--- src/rtl/bcd_convert_arbiter.sv ---
// Shared binary-to-BCD converter: round-robin arbitration between two requesters,
// followed by an 8-cycle double-dabble conversion with a one-cycle acknowledge.
module bcd_convert_arbiter (
    input  logic        clk,
    input  logic        rst,
    input  logic [1:0]  req_i,
    input  logic [7:0]  bin0_i,
    input  logic [7:0]  bin1_i,
    output logic [1:0]  ack_o,
    output logic [11:0] bcd_out_o,
    output logic        bcd_id_o,
    output logic        bcd_valid_o,
    output logic        busy_o
);

    typedef enum logic [1:0] {StIdle, StShift, StDone} state_e;

    state_e      state_q, state_d;
    logic [19:0] sr_q, sr_d;
    logic [2:0]  cnt_q, cnt_d;
    logic        last_q, last_d;
    logic        grant_q, grant_d;
    logic [1:0]  ack_q, ack_d;
    logic        valid_q, valid_d;
    logic [11:0] bcd_q, bcd_d;
    logic        id_q, id_d;
    logic        busy_q, busy_d;

    logic        pick;
    logic [19:0] corr;
    logic [19:0] shifted;

    function automatic logic [3:0] add3(input logic [3:0] d);
        return (d >= 4'd5) ? d + 4'd3 : d;
    endfunction

    // Under contention the requester not served last wins.
    assign pick = (req_i == 2'b11) ? ~last_q : req_i[1];

    assign corr    = {add3(sr_q[19:16]), add3(sr_q[15:12]), add3(sr_q[11:8]), sr_q[7:0]};
    assign shifted = {corr[18:0], 1'b0};

    always_comb begin
        state_d = state_q;
        sr_d    = sr_q;
        cnt_d   = cnt_q;
        last_d  = last_q;
        grant_d = grant_q;
        ack_d   = 2'b00;
        valid_d = 1'b0;
        bcd_d   = bcd_q;
        id_d    = id_q;
        busy_d  = busy_q;
        unique case (state_q)
            StIdle: begin
                if (|req_i) begin
                    grant_d = pick;
                    last_d  = pick;
                    sr_d    = {12'h000, (pick ? bin1_i : bin0_i)};
                    cnt_d   = 3'd0;
                    busy_d  = 1'b1;
                    state_d = StShift;
                end
            end
            StShift: begin
                sr_d  = shifted;
                cnt_d = cnt_q + 3'd1;
                if (cnt_q == 3'd7) begin
                    bcd_d   = shifted[19:8];
                    id_d    = grant_q;
                    ack_d   = grant_q ? 2'b10 : 2'b01;
                    valid_d = 1'b1;
                    state_d = StDone;
                end
            end
            StDone: begin
                busy_d  = 1'b0;
                state_d = StIdle;
            end
            default: begin
                busy_d  = 1'b0;
                state_d = StIdle;
            end
        endcase
    end

    always_ff @(posedge clk or posedge rst) begin
        if (rst) begin
            state_q <= StIdle;
            sr_q    <= 20'h00000;
            cnt_q   <= 3'd0;
            last_q  <= 1'b1;
            grant_q <= 1'b0;
            ack_q   <= 2'b00;
            valid_q <= 1'b0;
            bcd_q   <= 12'h000;
            id_q    <= 1'b0;
            busy_q  <= 1'b0;
        end else begin
            state_q <= state_d;
            sr_q    <= sr_d;
            cnt_q   <= cnt_d;
            last_q  <= last_d;
            grant_q <= grant_d;
            ack_q   <= ack_d;
            valid_q <= valid_d;
            bcd_q   <= bcd_d;
            id_q    <= id_d;
            busy_q  <= busy_d;
        end
    end

    assign ack_o       = ack_q;
    assign bcd_out_o   = bcd_q;
    assign bcd_id_o    = id_q;
    assign bcd_valid_o = valid_q;
    assign busy_o      = busy_q;

endmodule

--- config.mk ---
export PLATFORM = sky130hd
export DESIGN_NAME = bcd_convert_arbiter
export DESIGN_NICKNAME = d
export VERILOG_FILES = /design/src/rtl/bcd_convert_arbiter.sv
export SDC_FILE = /design/constraint.sdc
export NUM_CORES = 1
export LEC_CHECK = 0
export CORE_UTILIZATION = 40
export DETAILED_ROUTE_END_ITERATION = 8
export PLACE_DENSITY = 0.62
export SYNTH_ARGS = -nofsm -noshare
export SYNTH_HDL_FRONTEND = slang
export SYNTH_SLANG_ARGS = --single-unit
--- constraint.sdc ---
create_clock -name clk -period 1.8 [get_ports clk]
set_input_delay 0.54 -clock clk [delete_from_list [all_inputs] [get_ports clk]]
set_output_delay 0.54 -clock clk [all_outputs]
set_load 0.02 [all_outputs]
==> flow_summary_export.csv, run 1 <==
group,metric,value,unit
yosys,postSynthAreaPerCell,10.8,um2
worst_setup_path,setup.worst_path.start_class,"flip-flop",
detailed_routing,first_pass_iters,4,
place,portbufs,36,
sta,final_hold_viol_count,0,
sta,tightest_slew,487,ps
finish,num_antenna_cells,0,
yosys,netlist.top_cell.by_area,"dfrtp_1",
detailed_routing,drt-total-wl,3.75,mm
sta,fmax,572,MHz
floorplan,die_area,5360,um2
sta,unrepaired_setup_endpoints_after_global_routing,"no",
clock_network,cts_inserted_buffers,5,
pwr,cellPowerDensity,1610,nW/um2
sta,worst_clock_skew,3.95,ps
yosys,synth.ff_latch_count,44,
clock_network,clock_tree.buffer_depth,2,
floorplan,die_y,73.2,um
worst_setup_path,critical_path_buf_inv_count,1,
grt,grt-ovfl-total,0,
yosys,synth_cell_types,31,
worst_setup_path,worst_setup_path_end_kind,"primary output",
yosys,synthesis_warning_total,0,
finish,drive_above_1_share,10.8,%
worst_setup_path,worstReg2RegEnd,"sr_q[10]",
worst_setup_path,timing.setup.critical_path_class,"reg -> out",
worst_setup_path,critical_path.slowest_cell,"clkdlybuf4s50_1",
clock_network,hold_buffers,0,
finish,finalCoreUtilization,54.0,%
run_status,status,"finished clean",
min_path,worstHoldEndpoint,"ack_o[0]",
worst_setup_path,critical_path_peak_fanout,1,
floorplan,start_util,42.4,%
pwr,worst_ir_drop_vdd,682,uV
clock_network,clock_latency,300,ps
finish,design.final.nets,259,
sta,relSlewSlack,67.6,%
place,hpwlAfterDp,2.64,mm
clock_network,cts.clk_slew.worst_paths,80,ps
yosys,post_synth_inst_count,188,
yosys,ys.flop_type,"dfrtp_1",
floorplan,io_pins,37,
yosys,count_leader_synth,"dfrtp_1",
min_path,worst_hold_path_type,"reg -> reg",
grt,gr-usage-all-layers,16.7,%
yosys,synth.cells.most_frequent,"dfrtp_1, o21ai_0, nand2_1",
clock_network,tritoncts,"yes",
yosys,synthDominantCellAreaShare,53.1,%
yosys,synth_top_cells_by_area,"dfrtp_1, o21ai_0, ha_1, mux2i_1, nand2_1",
min_path,holdPathStages,1,
grt,grt_pass1_vias,1382,
run,max_cap_viol_count,0,
yosys,synth_edf_count,0,
clock_network,cts_max_level,2,
yosys,syn_nets,216,
sta,final_period_minus_worst_setup_slack,1750,ps
worst_setup_path,timing.critical_path.arrival,1210,ps
worst_setup_path,critPathMaxStageDelay,590,ps
clock_network,cts_resized,9,
detailed_routing,detail-route-antenna-nets,0,
worst_setup_path,cp_cell_sequence,"clkdlybuf4s50_1",
clock_network,numClockSinks,44,
yosys,async_reset_ff_share,100,%
grt,grt_start_max_net_pins,45,
worst_setup_path,r2r_setup_slk,150,ps
worst_setup_path,worst_r2r_path_depth,6,
detailed_routing,drc_errors,0,
grt,grt_first_pass_wirelength,6.58,mm
worst_setup_path,crit_required,1260,ps
grt,antenna_violations_before_repair,0,
floorplan,design.core.area,4790,um2
worst_setup_path,critPathTopFamily,"buffers and inverters",
min_path,hold_path.startpoint,"grant_q",
detailed_routing,post_drt_via_cell_ratio,4.87,
worst_setup_path,regToRegStartpoint,"sr_q[8]",
clock_network,setup_repair_bufs_after_cts,0,
clock_network,cts_root_buffer,"clkbuf_8",
floorplan,rows,25,
yosys,ys_seq_area_share,54.4,%
detailed_routing,detailedRoute.firstIterationViolations,61,
sta,period_share,97.2,%
pwr,leakage,1.26,nW
sta,finalMaxSlewViolations,0,
finish,syn_to_final_growth,27.4,%
yosys,netlist_area_before_placement,2030,um2
sta,setup_viol,0,
floorplan,die-width,73.2,um
detailed_routing,wirelength_per_cell,12.6,um
detailed_routing,via_count,1450,
sta,totalNegativeSetupSlack,0,ps
place,place_congestion,0.749,
## metal layers
metal  GRT usage [%]  up-vias  wire [um]
li1                -      741          -
met1            22.2      669       1800
met2            26.0       35       1740
met3            4.56        5        145
met4            6.54        0         63
met5               0        -          0
## registers in the layout, summed over array words and instances (netlist names)
signal / cells
sr_q: 20
bcd_out_o: 12
cnt_q: 3
ack_o: 2
state_q: 2
bcd_id_o: 1
bcd_valid_o: 1
busy_o: 1
grant_q: 1
last_q: 1
## final cells by class
type | count | area [um2]
fillers | 440 | 2200
flip-flops and latches | 44 | 1100
multi-input cells | 126 | 835
repair buffers | 44 | 447
well taps | 67 | 83.8
clock buffers | 6 | 72.6
inverters | 10 | 37.5
clock inverters | 1 | 5.00
## how the worst max path moves through the flow
stage               cells past startpoint            to          from
floorplan                               1      ack_o[0]           rst
global placement                        6       sr_q[0]      req_i[0]
detailed placement                      6       sr_q[7]      req_i[0]
CTS                                     1  bcd_out_o[6]  bcd_out_o[6]
global route                            1   bcd_valid_o   bcd_valid_o
finish                                  1   bcd_valid_o   bcd_valid_o
## kinds of logic (layout without fill, tap and decap cells)
kind of cell,after synthesis,after routing,share of synthesized area (%)
compound gates,53,53,15.6
fa+ha+maj,8,8,4.94
flops,44,44,54.4
xor+xnor,3,3,1.30
mux,16,16,8.27
buf+inv,18,61,4.44
simple gates,46,46,11.0
## placed cells by master (no fill, tap or decap), types with 6 or more instances in the layout
| cell | Yosys | layout |
|---|---|---|
| clkdlybuf4s50_1 | 0 | 22 |
| a22oi_1 | 7 | 7 |
| buf_4 | 3 | 6 |
| dfrtp_1 | 43 | 43 |
| o21ai_0 | 24 | 24 |
| dlygate4sd2_1 | 0 | 9 |
| a21oi_1 | 6 | 6 |
| mux2_2 | 6 | 6 |
| mux2i_1 | 10 | 10 |
| nand2_1 | 21 | 21 |
| inv_1 | 9 | 8 |
| ha_1 | 8 | 8 |
## report_power, final
group	switching, mW	leakage [nW]	internal, mW
registers	0.296	0.559	1.41
logic	1.02	0.658	0.856
clock network	0.317	0.0410	0.264
total	1.63	1.26	2.53
## per-stage QoR
step                      power, mW  cell area [um2]  setup WS, ps  instances  hold WS [ps]
after floorplan                3.03             2030           231        188           418
after global routing           4.56             2580         0.136        298           491
after global placement         3.65             2500          -124        291           450
after CTS                      4.24             2570          2.41        298           464
final                          4.16             2580          50.9        298           462
after detailed placement       3.71             2500          -154        291           453
No activity file was read; power rests on OpenSTA's default activity.
==> run 2: changes to the inputs <==
--- a/config.mk
+++ b/config.mk
@@ -5,9 +5,10 @@
 export SDC_FILE = /design/constraint.sdc
 export NUM_CORES = 1
 export LEC_CHECK = 0
+export CAP_MARGIN = 10
 export CORE_UTILIZATION = 40
 export DETAILED_ROUTE_END_ITERATION = 8
-export PLACE_DENSITY = 0.62
+export PLACE_DENSITY = 0.72
 export SYNTH_ARGS = -nofsm -noshare
 export SYNTH_HDL_FRONTEND = slang
 export SYNTH_SLANG_ARGS = --single-unit
==> run 2 against run 1 <==
Global-route usage shrank 0.46 points; worst setup slack lost 1.2 ps; via count up 1.7%.
==> flow_summary_export.csv, run 2 (same netlist as run 1, synthesis figures left out) <==
group,metric,value,unit
detailed_routing,detailedRoute.firstIterationViolations,79,
floorplan,die-width,73.2,um
clock_network,cts_root_buffer,"clkbuf_8",
clock_network,clock_tree.buffer_depth,2,
detailed_routing,post_drt_via_cell_ratio,4.96,
finish,layout.cells.most_common,"dfrtp_1",
grt,grt-ovfl-total,0,
detailed_routing,via_count,1474,
clock_network,hold_buffers,0,
min_path,holdPathStages,1,
worst_setup_path,critical_path.slowest_cell,"clkdlybuf4s50_1",
sta,unrepaired_setup_endpoints_after_global_routing,"no",
worst_setup_path,critical_path_peak_fanout,1,
sta,final_period_minus_worst_setup_slack,1750,ps
detailed_routing,route.met2.wl,1.65,mm
worst_setup_path,setup.worst_path.start_class,"flip-flop",
sta,final_hold_viol_count,0,
finish,largest_reg_flops,20,
sta,totalNegativeSetupSlack,0,ps
worst_setup_path,critical_path_buf_inv_count,1,
clock_network,setup_repair_bufs_after_cts,0,
run_status,status,"finished clean",
place,pre_cts_slack,-181,ps
finish,drive_above_1_share,10.4,%
detailed_routing,top_signal_layer_used,"met4",
place,place_congestion,0.795,
clock_network,cts_max_level,2,
worst_setup_path,critPathTopFamily,"buffers and inverters",
clock_network,numClockSinks,44,
finish,num_antenna_cells,0,
pwr,worst_ir_drop_vdd,757,uV
worst_setup_path,critPathMaxStageDelay,600,ps
min_path,hold_path.startpoint,"grant_q",
place,hpwlAfterDp,2.54,mm
finish,finalCoreUtilization,54.4,%
detailed_routing,wire_length_on_met3,141,um
worst_setup_path,r2r_setup_slk,160,ps
clock_network,clock_latency,290,ps
grt,grt_pass1_vias,1387,
min_path,worstHoldEndpoint,"ack_o[0]",
worst_setup_path,cp_cell_sequence,"clkdlybuf4s50_1",
worst_setup_path,timing.critical_path.arrival,1210,ps
sta,finalHoldWorstSlack,456,ps
detailed_routing,drc_errors,0,
clock_network,cts.clk_slew.worst_paths,70,ps
worst_setup_path,timing.setup.critical_path_class,"reg -> out",
clock_network,cts_inserted_buffers,5,
worst_setup_path,worstReg2RegEnd,"sr_q[10]",
grt,gr-usage-all-layers,16.3,%
sta,tightest_slew,503,ps
detailed_routing,detail-route-antenna-nets,0,
finish,layout.cells.non_filler,297,
detailed_routing,m1WireLength,1.77,mm
floorplan,io_pins,37,
finish,design.final.nets,258,
grt,grt_first_pass_wirelength,6.53,mm
floorplan,rows,25,
finish,final_cell_mix,"dfrtp_1, o21ai_0, clkdlybuf4s50_1, nand2_1, dlymetal6s2s_1",
clock_network,tritoncts,"yes",
sta,period_share,97.2,%
worst_setup_path,worst_r2r_path_depth,6,
finish,syn_to_final_growth,28.5,%
worst_setup_path,critical_path_cell_count,1,
floorplan,die_y,73.2,um
sta,fmax,571,MHz
run,max_cap_viol_count,0,
floorplan,start_util,42.4,%
worst_setup_path,crit_required,1260,ps
grt,grt_start_max_net_pins,45,
place,dp_cells,290,
floorplan,design.core.area,4790,um2
finish,regMostFlops,"sr_q",
place,portbufs,36,
pwr,leakage,1.34,nW
worst_setup_path,worst_setup_path_end_kind,"primary output",
pwr,cellPowerDensity,1610,nW/um2
floorplan,die_area,5360,um2
sta,relSlewSlack,66.5,%
sta,setup_viol,0,
detailed_routing,first_pass_iters,4,
sta,finalMaxSlewViolations,0,
worst_setup_path,regToRegStartpoint,"sr_q[8]",
sta,worst_clock_skew,6.26,ps
grt,antenna_violations_before_repair,0,
min_path,worst_hold_path_type,"reg -> reg",
sta,post-route-worst-setup-slack,49.8,ps
detailed_routing,wirelength_per_cell,12.2,um
detailed_routing,drt-total-wl,3.62,mm
-- run 2: changes by cell type in the layout (fill, tap and decap cells not counted), sizes merged --
cell	delta
dlygate4sd2	-8
dlymetal6s2s	+8
buf	-1
-- run 2: worst max path at each step --
stage | start | endpoint
final | ack_o[1] | ack_o[1]
after global routing | bcd_valid_o | bcd_valid_o
after CTS | bcd_out_o[10] | bcd_out_o[10]
after detailed placement | req_i[1] | sr_q[6]
after global placement | req_i[1] | sr_q[2]
after floorplan | rst | ack_o[0]
-- run 2: layout make-up --
class	count	area, um2
inverter	10	37.5
clock inverter	1	5.00
timing repair buffer	43	469
tap	67	83.8
clock buffer	6	72.6
sequential	44	1100
fill	434	2180
multi-input combinational	126	835
-- run 2: routing by layer --
layer | vias to the layer above | global-route usage [%]
li1 | 742 | -
met1 | 695 | 22.2
met2 | 32 | 25.1
met3 | 5 | 3.31
met4 | 0 | 7.19
met5 | - | 0
-- run 2: metrics by stage --
| stage | total power [mW] | area [um2] |
|---|---|---|
| floorplan | 3.03 | 2030 |
| finish | 4.19 | 2610 |
| global placement | 3.63 | 2500 |
| CTS | 4.27 | 2570 |
| detailed placement | 3.69 | 2500 |
| global route | 4.57 | 2610 |
-- run 2: what timing repair did --
| item | in CTS | in global routing |
|---|---|---|
| endpoints found under the setup margin | 1 | 13 |
| hold endpoints to repair | 0 | 0 |
| pin swaps | 0 | 0 |
| resized for setup | 1 | 13 |
-- run 2: power by group --
| group | switching, mW | leakage, nW | internal (mW) |
|---|---|---|---|
| Sequential | 0.287 | 0.559 | 1.41 |
| Clock | 0.303 | 0.0410 | 0.264 |
| Combinational | 1.02 | 0.735 | 0.898 |
==> run 3: changes to the inputs <==
--- a/config.mk
+++ b/config.mk
@@ -6,9 +6,9 @@
 export NUM_CORES = 1
 export LEC_CHECK = 0
 export CAP_MARGIN = 10
-export CORE_UTILIZATION = 40
+export CORE_UTILIZATION = 45
 export DETAILED_ROUTE_END_ITERATION = 8
-export PLACE_DENSITY = 0.72
+export PLACE_DENSITY = 0.78
 export SYNTH_ARGS = -nofsm -noshare
 export SYNTH_HDL_FRONTEND = slang
 export SYNTH_SLANG_ARGS = --single-unit
==> run 3 against run 2 <==
Global-route usage rose by 1.9 points; flip-flop and latch count unchanged; cell area shrank 0.67%; highest routed layer unchanged; clock power rose by 14%; cell count is 4.4% lower; worst setup slack better by 60 ps; largest power group unchanged; register-to-register slack worse by 50 ps; count of clock-buffer cells in the layout up 1; first-iteration DRC count shrank 16%.
==> flow_summary_export.csv, run 3 (same netlist as run 1, synthesis figures left out) <==
group,metric,value,unit
run_status,status,"finished clean",
place,hpwlAfterDp,2.67,mm
min_path,worstHoldEndpoint,"ack_o[0]",
place,portbufs,36,
floorplan,start_util,46.6,%
grt,global_route.usage.met3,4.97,%
clock_network,tritoncts,"yes",
floorplan,die-width,69.1,um
pwr,worst_ir_drop_vdd,828,uV
finish,num_antenna_cells,0,
clock_network,clock_latency,300,ps
worst_setup_path,r2r_setup_slk,110,ps
grt,grt-busiest-layer,"met2",
worst_setup_path,timing.critical_path.arrival,1900,ps
finish,final_cell_mix,"dfrtp_1, o21ai_0, nand2_1, clkdlybuf4s50_1, mux2i_1",
worst_setup_path,timing.setup.critical_path_class,"reg -> reg",
sta,finalMaxSlewViolations,0,
worst_setup_path,worst_r2r_path_depth,6,
detailed_routing,detail-route-antenna-nets,0,
grt,grt_start_max_net_pins,45,
min_path,worst_hold_path_type,"reg -> reg",
detailed_routing,via_count,1526,
worst_setup_path,critPathTopFamily,"flip-flops",
worst_setup_path,worst_setup_path_end_kind,"flip-flop",
worst_setup_path,crit_required,2010,ps
sta,relSlewSlack,66.8,%
worst_setup_path,regToRegStartpoint,"sr_q[8]",
sta,period_share,93.9,%
detailed_routing,drc_errors,0,
detailed_routing,first_pass_iters,4,
finish,syn_to_final_growth,27.7,%
finish,layout.cells.most_common,"dfrtp_1",
worst_setup_path,critical_path_peak_fanout,4,
clock_network,clock_tree.buffer_depth,2,
detailed_routing,post_drt_via_cell_ratio,5.37,
run,max_cap_viol_count,0,
clock_network,hold_buffers,0,
clock_network,cts_root_buffer,"clkbuf_8",
worst_setup_path,worstReg2RegEnd,"sr_q[10]",
clock_network,numClockSinks,44,
clock_network,cts_inserted_buffers,5,
finish,design.final.nets,259,
floorplan,die_y,69.1,um
place,pre_cts_slack,-188,ps
floorplan,design.core.area,4350,um2
floorplan,rows,24,
finish,fillers,350,
worst_setup_path,critPathMaxStageDelay,420,ps
worst_setup_path,critical_path.slowest_cell,"dfrtp_1",
detailed_routing,wirelength_per_cell,13.3,um
clock_network,setup_repair_bufs_after_cts,0,
finish,finalCoreUtilization,59.4,%
pwr,cellPowerDensity,1640,nW/um2
detailed_routing,detailedRoute.firstIterationViolations,66,
detailed_routing,drt-total-wl,3.79,mm
floorplan,die_area,4780,um2
place,place_congestion,0.753,
clock_network,cts.clk_slew.worst_paths,80,ps
grt,grt_pass1_vias,1523,
grt,grt_first_pass_wirelength,6.85,mm
sta,final_hold_viol_count,0,
finish,drive_above_1_share,11.2,%
sta,final_period_minus_worst_setup_slack,1690,ps
grt,use_met1,22.7,%
sta,setup_viol,0,
finish,largest_reg_flops,20,
min_path,holdPathStages,1,
worst_setup_path,cp_cell_sequence,"inv_1, ha_1, nand2b_1, a21oi_1, mux2_2, o21ai_0",
finish,regMostFlops,"sr_q",
worst_setup_path,critical_path_buf_inv_count,1,
worst_setup_path,setup.worst_path.start_class,"flip-flop",
grt,grt-ovfl-total,0,
sta,fmax,592,MHz
grt,grt_use_met2,29.6,%
sta,tightest_slew,498,ps
sta,post-route-worst-setup-slack,109,ps
grt,antenna_violations_before_repair,0,
min_path,hold_path.startpoint,"grant_q",
floorplan,io_pins,37,
pwr,leakage,1.32,nW
clock_network,cts_max_level,2,
sta,worst_clock_skew,8.85,ps
sta,totalNegativeSetupSlack,0,ps
grt,gr-usage-all-layers,18.1,%
sta,unrepaired_setup_endpoints_after_global_routing,"no",
-- run 3: worst max path at each step --
| stage | from | endpoint | slack (ps) | depth (start not counted) |
|---|---|---|---|---|
| floorplan | rst | ack_o[0] | 230 | 1 |
| global placement | req_i[1] | sr_q[6] | -100 | 6 |
| detailed placement | req_i[1] | sr_q[3] | -190 | 6 |
| CTS | bcd_id_o | bcd_id_o | 0.7 | 1 |
| global route | sr_q[8] | bcd_out_o[2] | 8 | 6 |
| finish | sr_q[8] | sr_q[10] | 110 | 6 |
-- run 3: final cells by class --
cell class / count / area [um2] / share of cell area (%)
clock inverter: 1 / 7.51 / 0.290
clock buffer: 7 / 86.3 / 3.34
tap: 52 / 65.1 / 2.51
inverter: 10 / 37.5 / 1.45
multi-input combinational: 126 / 835 / 32.3
timing repair buffer: 44 / 454 / 17.6
sequential: 44 / 1100 / 42.6
-- run 3: layer usage --
metal | part of all wire [%] | vias up
li1 | - | 740
met1 | 45 | 741
met2 | 49 | 37
met3 | 4.2 | 8
met4 | 1.5 | 0
met5 | 0 | -
-- run 3: power by group --
| group | leakage, nW | internal, mW | switching, mW |
|---|---|---|---|
| Sequential | 0.559 | 1.41 | 0.289 |
| Combinational | 0.721 | 0.859 | 1.05 |
| Clock | 0.0445 | 0.312 | 0.332 |
-- run 3: through the flow --
stage | area (um2) | total power, mW | cells | hold slack (ps)
after floorplan | 2030 | 3.03 | 188 | 418
after global placement | 2480 | 3.62 | 276 | 445
after detailed placement | 2480 | 3.71 | 276 | 456
after CTS | 2570 | 4.31 | 284 | 463
after global routing | 2590 | 4.62 | 284 | 484
final | 2590 | 4.25 | 284 | 450
-- run 3: repair_timing --
item                       4_1_cts  5_1_grt
resized for setup                9        8
gates cloned                     0        0
pin swaps                        0        0
setup endpoints to repair        9        8
